### src/rtl/interrupt_sequencer.sv
// interrupt_sequencer: freezes fetch, drains the pipe, pushes PC/CCR to the stack and vectors IF
module interrupt_sequencer #(
  parameter int          DRAIN_CYCLES = 3,
  parameter logic [31:0] VECTOR_PC    = 32'h0000_0000,
  parameter int          CCR_W        = 3
) (
  input  logic             clk,
  input  logic             rst,
  input  logic             interrupt,
  input  logic             cu_busy,
  input  logic             id_valid,
  input  logic [31:0]      id_pc,
  input  logic [31:0]      if_pc,
  input  logic [CCR_W-1:0] ccr_in,
  input  logic             push_ready,
  output logic             fetch_hold,
  output logic             bubble,
  output logic             push_valid,
  output logic [15:0]      push_data,
  output logic [1:0]       push_sel,
  output logic             pc_load,
  output logic [31:0]      pc_load_value,
  output logic             int_active,
  output logic             int_ack
);
  localparam int CW = DRAIN_CYCLES > 1 ? $clog2(DRAIN_CYCLES) : 1;
  typedef enum logic [2:0] {IDLE, DRAIN, PUSH_H, PUSH_L, PUSH_C, VEC} state_t;
  state_t           state_q, state_d;
  logic             pending_q, pending_d, irq_q, accept;
  logic [CW-1:0]    drain_cnt_q, drain_cnt_d;
  logic [31:0]      resume_pc_q, resume_pc_d;
  logic [CCR_W-1:0] saved_ccr_q, saved_ccr_d;
  always_comb begin
    accept      = state_q == IDLE && pending_q && !cu_busy;
    pending_d   = (interrupt && !irq_q) || (pending_q && !accept);
    resume_pc_d = accept ? (id_valid ? id_pc : if_pc) : resume_pc_q;
    saved_ccr_d = accept ? ccr_in : saved_ccr_q;
    drain_cnt_d = state_q == DRAIN ? drain_cnt_q + CW'(1) : '0;
    state_d     = state_q;
    case (state_q)
      IDLE:    state_d = accept ? DRAIN : IDLE;
      DRAIN:   state_d = drain_cnt_q == CW'(DRAIN_CYCLES - 1) ? PUSH_H : DRAIN;
      PUSH_H:  state_d = push_ready ? PUSH_L : PUSH_H;
      PUSH_L:  state_d = push_ready ? PUSH_C : PUSH_L;
      PUSH_C:  state_d = push_ready ? VEC : PUSH_C;
      default: state_d = IDLE;
    endcase
  end
  always_ff @(posedge clk) begin
    if (rst) begin
      state_q     <= IDLE;
      pending_q   <= 1'b0;
      irq_q       <= 1'b0;
      drain_cnt_q <= '0;
      resume_pc_q <= '0;
      saved_ccr_q <= '0;
    end else begin
      state_q     <= state_d;
      pending_q   <= pending_d;
      irq_q       <= interrupt;
      drain_cnt_q <= drain_cnt_d;
      resume_pc_q <= resume_pc_d;
      saved_ccr_q <= saved_ccr_d;
    end
  end
  assign int_active    = state_q != IDLE;
  assign fetch_hold    = int_active && state_q != VEC;
  assign bubble        = int_active;
  assign push_valid    = state_q inside {PUSH_H, PUSH_L, PUSH_C};
  assign push_sel      = state_q == PUSH_L ? 2'b01 : state_q == PUSH_C ? 2'b10 : 2'b00;
  assign push_data     = state_q == PUSH_H ? resume_pc_q[31:16] :
                         state_q == PUSH_L ? resume_pc_q[15:0] :
                         state_q == PUSH_C ? 16'(saved_ccr_q) : '0;
  assign pc_load       = state_q == VEC;
  assign int_ack       = state_q == VEC;
  assign pc_load_value = VECTOR_PC;
endmodule

### config.mk
export PLATFORM = sky130hd
export DESIGN_NAME = interrupt_sequencer
export DESIGN_NICKNAME = d
export VERILOG_FILES = /design/src/rtl/interrupt_sequencer.sv
export SDC_FILE = /design/constraint.sdc
export NUM_CORES = 1
export LEC_CHECK = 0
export ABC_AREA = 1
export CORE_MARGIN = 3
export CORE_UTILIZATION = 40
export CTS_CLUSTER_SIZE = 28
export DETAILED_ROUTE_END_ITERATION = 12
export GPL_TIMING_DRIVEN = 0
export PLACE_DENSITY = 0.81
export SETUP_SLACK_MARGIN = 0.02
export SKIP_CTS_REPAIR_TIMING = 1
export SLEW_MARGIN = 20
export SYNTH_ARGS = -nofsm -noshare
export SYNTH_HDL_FRONTEND = slang
export SYNTH_SLANG_ARGS = --single-unit
### constraint.sdc
create_clock -name clk -period 1.35 [get_ports clk]
set_input_delay 0.27 -clock clk [delete_from_list [all_inputs] [get_ports clk]]
set_output_delay 0.27 -clock clk [all_outputs]
set_load 0.01 [all_outputs]
# Yosys cells after proc, flatten, opt, wreduce, memory -nomap -nowiden
# Cells that the tools add are included.
word_totals:
  latch_bits: 0
  mem_bits_rw: 0
  mem_bits_ro: 0
  input_bits: 73
  word_cells: 40
  regBits: 42
  memories: 0
classes:
  n_reduce_logical: 13
  bitwise: 1
  shift: 0
  multipliers: 0
  div_mod_pow: 0
  add_sub_neg: 1
  n_eq_ne: 7
  n_lt_le_gt_ge: 0
  muxes: 12
ops:
  columns: ["cell", "count"]
  rows:
  - ["two-way mux 16 bit", 2]
  - ["two-way mux 32 bit", 1]
  - ["one-hot mux 3 bit (5 select lines)", 1]
  - ["equality test 3 x 2 -> 1 bit (second input constant)", 2]
  - ["equality test 3 bit (second input constant)", 2]
  - ["two-way mux 2 bit", 3]
  - ["two-way mux 3 bit", 2]
  - ["nonzero test 3 bit", 2]
  - ["logical AND 1 bit", 5]
  - ["equality test 3 x 1 -> 1 bit (second input constant)", 1]
  - ["logical NOT 1 bit", 3]
  - ["logical NOT 3 bit", 1]
  - ["two-way mux 1 bit", 3]
  - ["inequality test 3 bit (second input constant)", 1]
  - ["adder 2 x 1 -> 2 bit (second input constant)", 1]
  - ["equality test 2 bit (second input constant)", 1]
  - ["OR reduction 2 bit", 1]
  - ["logical OR 1 bit", 1]
  - ["inverter 1 bit", 1]

# Longest topological paths before layout
depth:
  word_depth: 6
  depth_mapped: 7
  mapped_depth_nobuf: 7

# Worst setup path after synthesis
# Ideal clock, no wire load.
synth_path:
  path_kind: "flip-flop to output port"
  from: "reg state_q[1]"
  to: "out push_data[10]"
  required_ns: 1.080
  path_buffers: 1
  path_slack_ns: 0.011
  path_stages_with_launch: 6
  arrival_time_ns: 1.069
  path_cell_list: "dfxtp_1 -> nand2_1 -> nor2_4 -> inv_2 -> buf_4 -> o22ai_1"
synth_between:
  elab_chain_cells: 3
synth_rtl:
  columns: ["item", "line", "text"]
  rows:
  - ["start, declared", "28", "state_t state_q, state_d;"]
  - ["start signal, assigned", "58", "state_q <= state_d;"]
  - ["equality test 3 x 2 -> 1 bit", "72", "state_q == PUSH_L ? resume_pc_q[15:0] :"]
  - ["two-way mux 16 bit", "72", null]
  - ["two-way mux 16 bit (*)", "71", "assign push_data = state_q == PUSH_H ? resume_pc_q[31:16] :"]
  - ["end, declared", "19", "output logic [15:0] push_data,"]
# Mark *: on every way between the ends. The rest lies on a longest branch, timed or not.

# Worst setup path after layout
layout_path:
  from: "reg state_q[2]"
  to: "out push_data[6]"
# The elaborated chain is that of the path after synthesis.

==> load_flow_metrics.sql <==
INSERT INTO impl_metrics (metric_group, metric, value, unit) VALUES
('critical_path', 'kind_of_start_point_of_the_critical_path', 'flop', ''),
('run_status', 'failed_checks', 'negative setup slack', ''),
('floorplan', 'io_pins', '129', ''),
('routing', 'drt-pass1-iter-count', '6', ''),
('min_path', 'hold_crit_path_type', 'flop to flop', ''),
('grt', 'grt_pass1_vias', '2555', ''),
('clock_tree', 'cts-buffers-inserted', '5', ''),
('sta', 'post-route-period-util', '1.31', ''),
('job', 'max-cap-violations', '0', ''),
('critical_path', 'timing.critical_path.required', '1.08', 'ns'),
('logic_synthesis', 'synth.avg_cell_area', '6.85', 'um^2'),
('routing', 'detailroute.via_count', '2845', ''),
('logic_synthesis', 'seq_area_frac_synth', '0.342', ''),
('floorplan', 'rows', '27', ''),
('critical_path', 'critical_path.endpoint_type', 'output port', ''),
('final_layout', 'final_core_util', '0.734', ''),
('logic_synthesis', 'unique_cell_type_count_in_the_yosys_netlist', '25', ''),
('sta', 'finalHoldViolCount', '0', ''),
('critical_path', 'worst_ep_arrival_time', '1.49', 'ns'),
('sta', 'finalSetupViolCount', '47', ''),
('run_status', 'run_status', 'finished with violations', ''),
('sta', 'timing.clock.skew', '0.0128', 'ns'),
('grt', 'total_routing_resource_utilization_after_global_routing', '0.193', ''),
('floorplan', 'die_h', '84.4', 'um'),
('pwr', 'share_seq_of_total_power', '0.418', ''),
('pwr', 'vdd.ir_drop.worst', '0.000470', 'V'),
('routing', 'drtAntennaViolNets', '0', ''),
('final_layout', 'final_layout_size_suffix_gt1_frac', '0.292', ''),
('logic_synthesis', 'synth_top_family_by_area', 'compound AO/OA/AOI/OAI gates', ''),
('final_layout', 'antennaDiodeCount', '0', ''),
('logic_synthesis', 'synth_simple_gate_area_share', '0.108', ''),
('critical_path', 'path_class', 'flop to output port', ''),
('floorplan', 'die-area', '0.00712', 'mm^2'),
('sta', 'final.min_clock_period', '1.76', 'ns'),
('routing', 'drt_drc_violations_left', '0', ''),
('logic_synthesis', 'synthXorXnorAreaFrac', '0', ''),
('clock_tree', 'cts.sink_count', '42', ''),
('clock_tree', 'cts-htree-levels', '2', ''),
('pwr', 'combinationalPowerShare', '0.263', ''),
('placed_design', 'hpwl', '5.49', 'mm'),
('logic_synthesis', 'synth_seq_cells', '42', ''),
('logic_synthesis', 'yosys-mux-area-fraction', '0', ''),
('logic_synthesis', 'synthesis.instances', '359', ''),
('sta', 'grt_setup_unrepaired', 'yes', ''),
('clock_tree', 'tritoncts', 'built', ''),
('routing', 'avgViaCountPerCell', '4.88', ''),
('placed_design', 'gp_congestion', '0.859', ''),
('pwr', 'p_switching', '0.000862', 'W'),
('grt', 'grt_overflow', '0', ''),
('routing', 'detail_route.iter0.violations', '145', ''),
('pwr', 'cellLeakagePower', '1.93', 'nW'),
('clock_tree', 'clkSlewWorstSetupHoldPaths', '0.09', 'ns'),
('grt', 'grt_start_max_net_pins', '13', ''),
('logic_synthesis', 'synth_fa_ha_area_frac', '0.00509', ''),
('pwr', 'power.density_cell_area', '768', 'mW/mm^2'),
('pwr', 'power.internal', '0.00236', 'W'),
('placed_design', 'placement.io_buffers', '95', ''),
('floorplan', 'die_extent_in_x', '84.4', 'um'),
('grt', 'global_route_wire_length_before_repair', '11.2', 'mm'),
('final_layout', 'final_net_count', '585', ''),
('sta', 'tns', '-7.89', 'ns'),
('logic_synthesis', 'synth_compound_gate_area_share', '0.277', ''),
('floorplan', 'initial_core_util', '0.430', ''),
('floorplan', 'fp.coreArea', '0.00571', 'mm^2'),
('pwr', 'netSwitchingFraction', '0.268', ''),
('logic_synthesis', 'count_of_synthesis_stage_warnings_from_yosys', '0', ''),
('clock_tree', 'clock_tree.root_cell', 'sky130_fd_sc_hd__clkbuf_8', ''),
('routing', 'total_wire_length', '8.94', 'mm'),
('pwr', 'totalPowerFinal', '0.00322', 'W'),
('pwr', 'power.share.clock', '0.319', ''),
('sta', 'final.setup.worst_slack', '-0.414', 'ns'),
('critical_path', 'crit_path_max_fanout', '5', ''),
('routing', 'route.detailed.wl_per_inst', '15.3', 'um'),
('grt', 'grt_antenna_before_repair', '0', ''),
('clock_tree', 'buffers_from_clock_root_to_sink_at_most', '2', ''),
('sta', 'timing.final.max_slew_violations', '0', ''),
('sta', 'max_freq', '567', 'MHz'),
('final_layout', 'syn_to_final_growth', '70.6', '%'),
('logic_synthesis', 'syn-cell-area', '0.00246', 'mm^2'),
('clock_tree', 'clk_latency_worst_skew_pair', '0.30', 'ns');
## metrics by stage
step	instances	area (um^2)	hold slack (ns)	worst slack, ns
4_1_cts	564	3730	0.429	-0.954
3_3_place_gp	557	3610	0.399	-0.608
3_5_place_dp	557	3610	0.418	-0.621
5_1_grt	583	4190	0.470	-0.440
2_1_floorplan	390	2570	0.339	0.0110
6_report	583	4190	0.427	-0.414
## cell usage in the layout, fill, tap and decap left out, types with 4 or more instances in the layout
cell / count
sky130_fd_sc_hd__o21ai_0: 32
sky130_fd_sc_hd__inv_1: 70
sky130_fd_sc_hd__o21ai_2: 6
sky130_fd_sc_hd__buf_6: 13
sky130_fd_sc_hd__buf_4: 41
sky130_fd_sc_hd__clkbuf_2: 6
sky130_fd_sc_hd__dfxtp_1: 38
sky130_fd_sc_hd__nand2_1: 39
sky130_fd_sc_hd__o21ai_1: 30
sky130_fd_sc_hd__clkbuf_16: 6
sky130_fd_sc_hd__conb_1: 32
sky130_fd_sc_hd__a21oi_1: 27
sky130_fd_sc_hd__inv_2: 5
sky130_fd_sc_hd__o22ai_2: 7
sky130_fd_sc_hd__nor2_1: 12
sky130_fd_sc_hd__buf_2: 20
sky130_fd_sc_hd__a21oi_2: 11
sky130_fd_sc_hd__clkdlybuf4s50_1: 71
sky130_fd_sc_hd__clkbuf_8: 6
sky130_fd_sc_hd__nor2_4: 5
sky130_fd_sc_hd__buf_8: 4
## power groups by stage
stage	Sequential (W)	Combinational, W	Clock (W)
after floorplan	0.00136	0.000391	0
after global placement	0.00137	0.000667	0
after detailed placement	0.00137	0.000680	0
after CTS	0.00134	0.000685	0.00100
after global routing	0.00135	0.000919	0.00107
final	0.00134	0.000847	0.00103
## Yosys cell counts
| cell type | number | area, um^2 |
|---|---|---|
| sky130_fd_sc_hd__buf_6 | 2 | 22.5 |
| sky130_fd_sc_hd__inv_1 | 73 | 274 |
| sky130_fd_sc_hd__a31oi_1 | 1 | 6.26 |
| sky130_fd_sc_hd__clkbuf_1 | 4 | 15.0 |
| sky130_fd_sc_hd__buf_2 | 8 | 40.0 |
| sky130_fd_sc_hd__nand4_1 | 1 | 6.26 |
| sky130_fd_sc_hd__buf_1 | 1 | 3.75 |
| sky130_fd_sc_hd__inv_2 | 3 | 11.3 |
| sky130_fd_sc_hd__nand2_1 | 42 | 158 |
| sky130_fd_sc_hd__conb_1 | 1 | 3.75 |
| sky130_fd_sc_hd__a21oi_1 | 28 | 140 |
| sky130_fd_sc_hd__nand3b_2 | 1 | 11.3 |
| sky130_fd_sc_hd__o221ai_1 | 3 | 26.3 |
| sky130_fd_sc_hd__nor2_4 | 1 | 11.3 |
| sky130_fd_sc_hd__nor2_2 | 2 | 12.5 |
| sky130_fd_sc_hd__nor2_1 | 14 | 52.6 |
| sky130_fd_sc_hd__o21ai_1 | 31 | 155 |
| sky130_fd_sc_hd__o21ai_0 | 37 | 185 |
| sky130_fd_sc_hd__o22ai_1 | 13 | 81.3 |
| sky130_fd_sc_hd__nand3_2 | 1 | 10.0 |
| sky130_fd_sc_hd__dfxtp_1 | 42 | 841 |
| sky130_fd_sc_hd__nand3_1 | 1 | 5.00 |
| sky130_fd_sc_hd__a21oi_2 | 10 | 87.6 |
| sky130_fd_sc_hd__buf_4 | 38 | 285 |
| sky130_fd_sc_hd__ha_1 | 1 | 12.5 |
## per-layer routing
layer	wire [um]	track usage	vias to the layer above
met2	4480	0.348	171
met5	0	0	-
met4	258	0.0504	0
met1	3320	0.217	1263
li1	-	-	1381
met3	882	0.0648	30
## kinds of logic after synthesis
logic type / after synthesis
buffers and inverters: 129
AO/OA/AOI/OAI: 123
AND/OR/NAND/NOR: 63
flip-flops: 42
adder cells (fa/ha/maj): 1
other: 1
## final cells by class
| class | instances | area (um^2) |
|---|---|---|
| clock buffer | 6 | 82.6 |
| multi-input combinational | 220 | 1270 |
| clock inverter | 1 | 30.0 |
| sequential | 42 | 853 |
| timing repair buffer | 113 | 1130 |
| fill | 427 | 1520 |
| inverter | 76 | 288 |
| tap | 72 | 90.1 |
| buffer | 53 | 439 |
## final timing paths
check	from	to	slack (ns)	cells after the start
setup / recovery	state_q[2]	push_data[6]	-0.41	6
hold / removal	drain_cnt_q[0]	drain_cnt_q[0]	0.43	1
setup reg to reg	pending_q	resume_pc_q[21]	-0.06	6
hold reg to reg	drain_cnt_q[0]	drain_cnt_q[0]	0.43	1
## critical path, cell delays in order (launching register included)
cell,delay (ns)
sky130_fd_sc_hd__dfxtp_4,0.38
sky130_fd_sc_hd__buf_6,0.12
sky130_fd_sc_hd__nor2_4,0.16
sky130_fd_sc_hd__inv_4,0.09
sky130_fd_sc_hd__clkbuf_16,0.17
sky130_fd_sc_hd__o22ai_2,0.10
sky130_fd_sc_hd__buf_2,0.16
## state kept, by name, indices dropped and copies added, names as in the netlist
name / flops
drain_cnt_q: 2
irq_q: 1
pending_q: 1
resume_pc_q: 32
saved_ccr_q: 3
state_q: 3
Note: power is estimated with default switching activity, not from simulation.
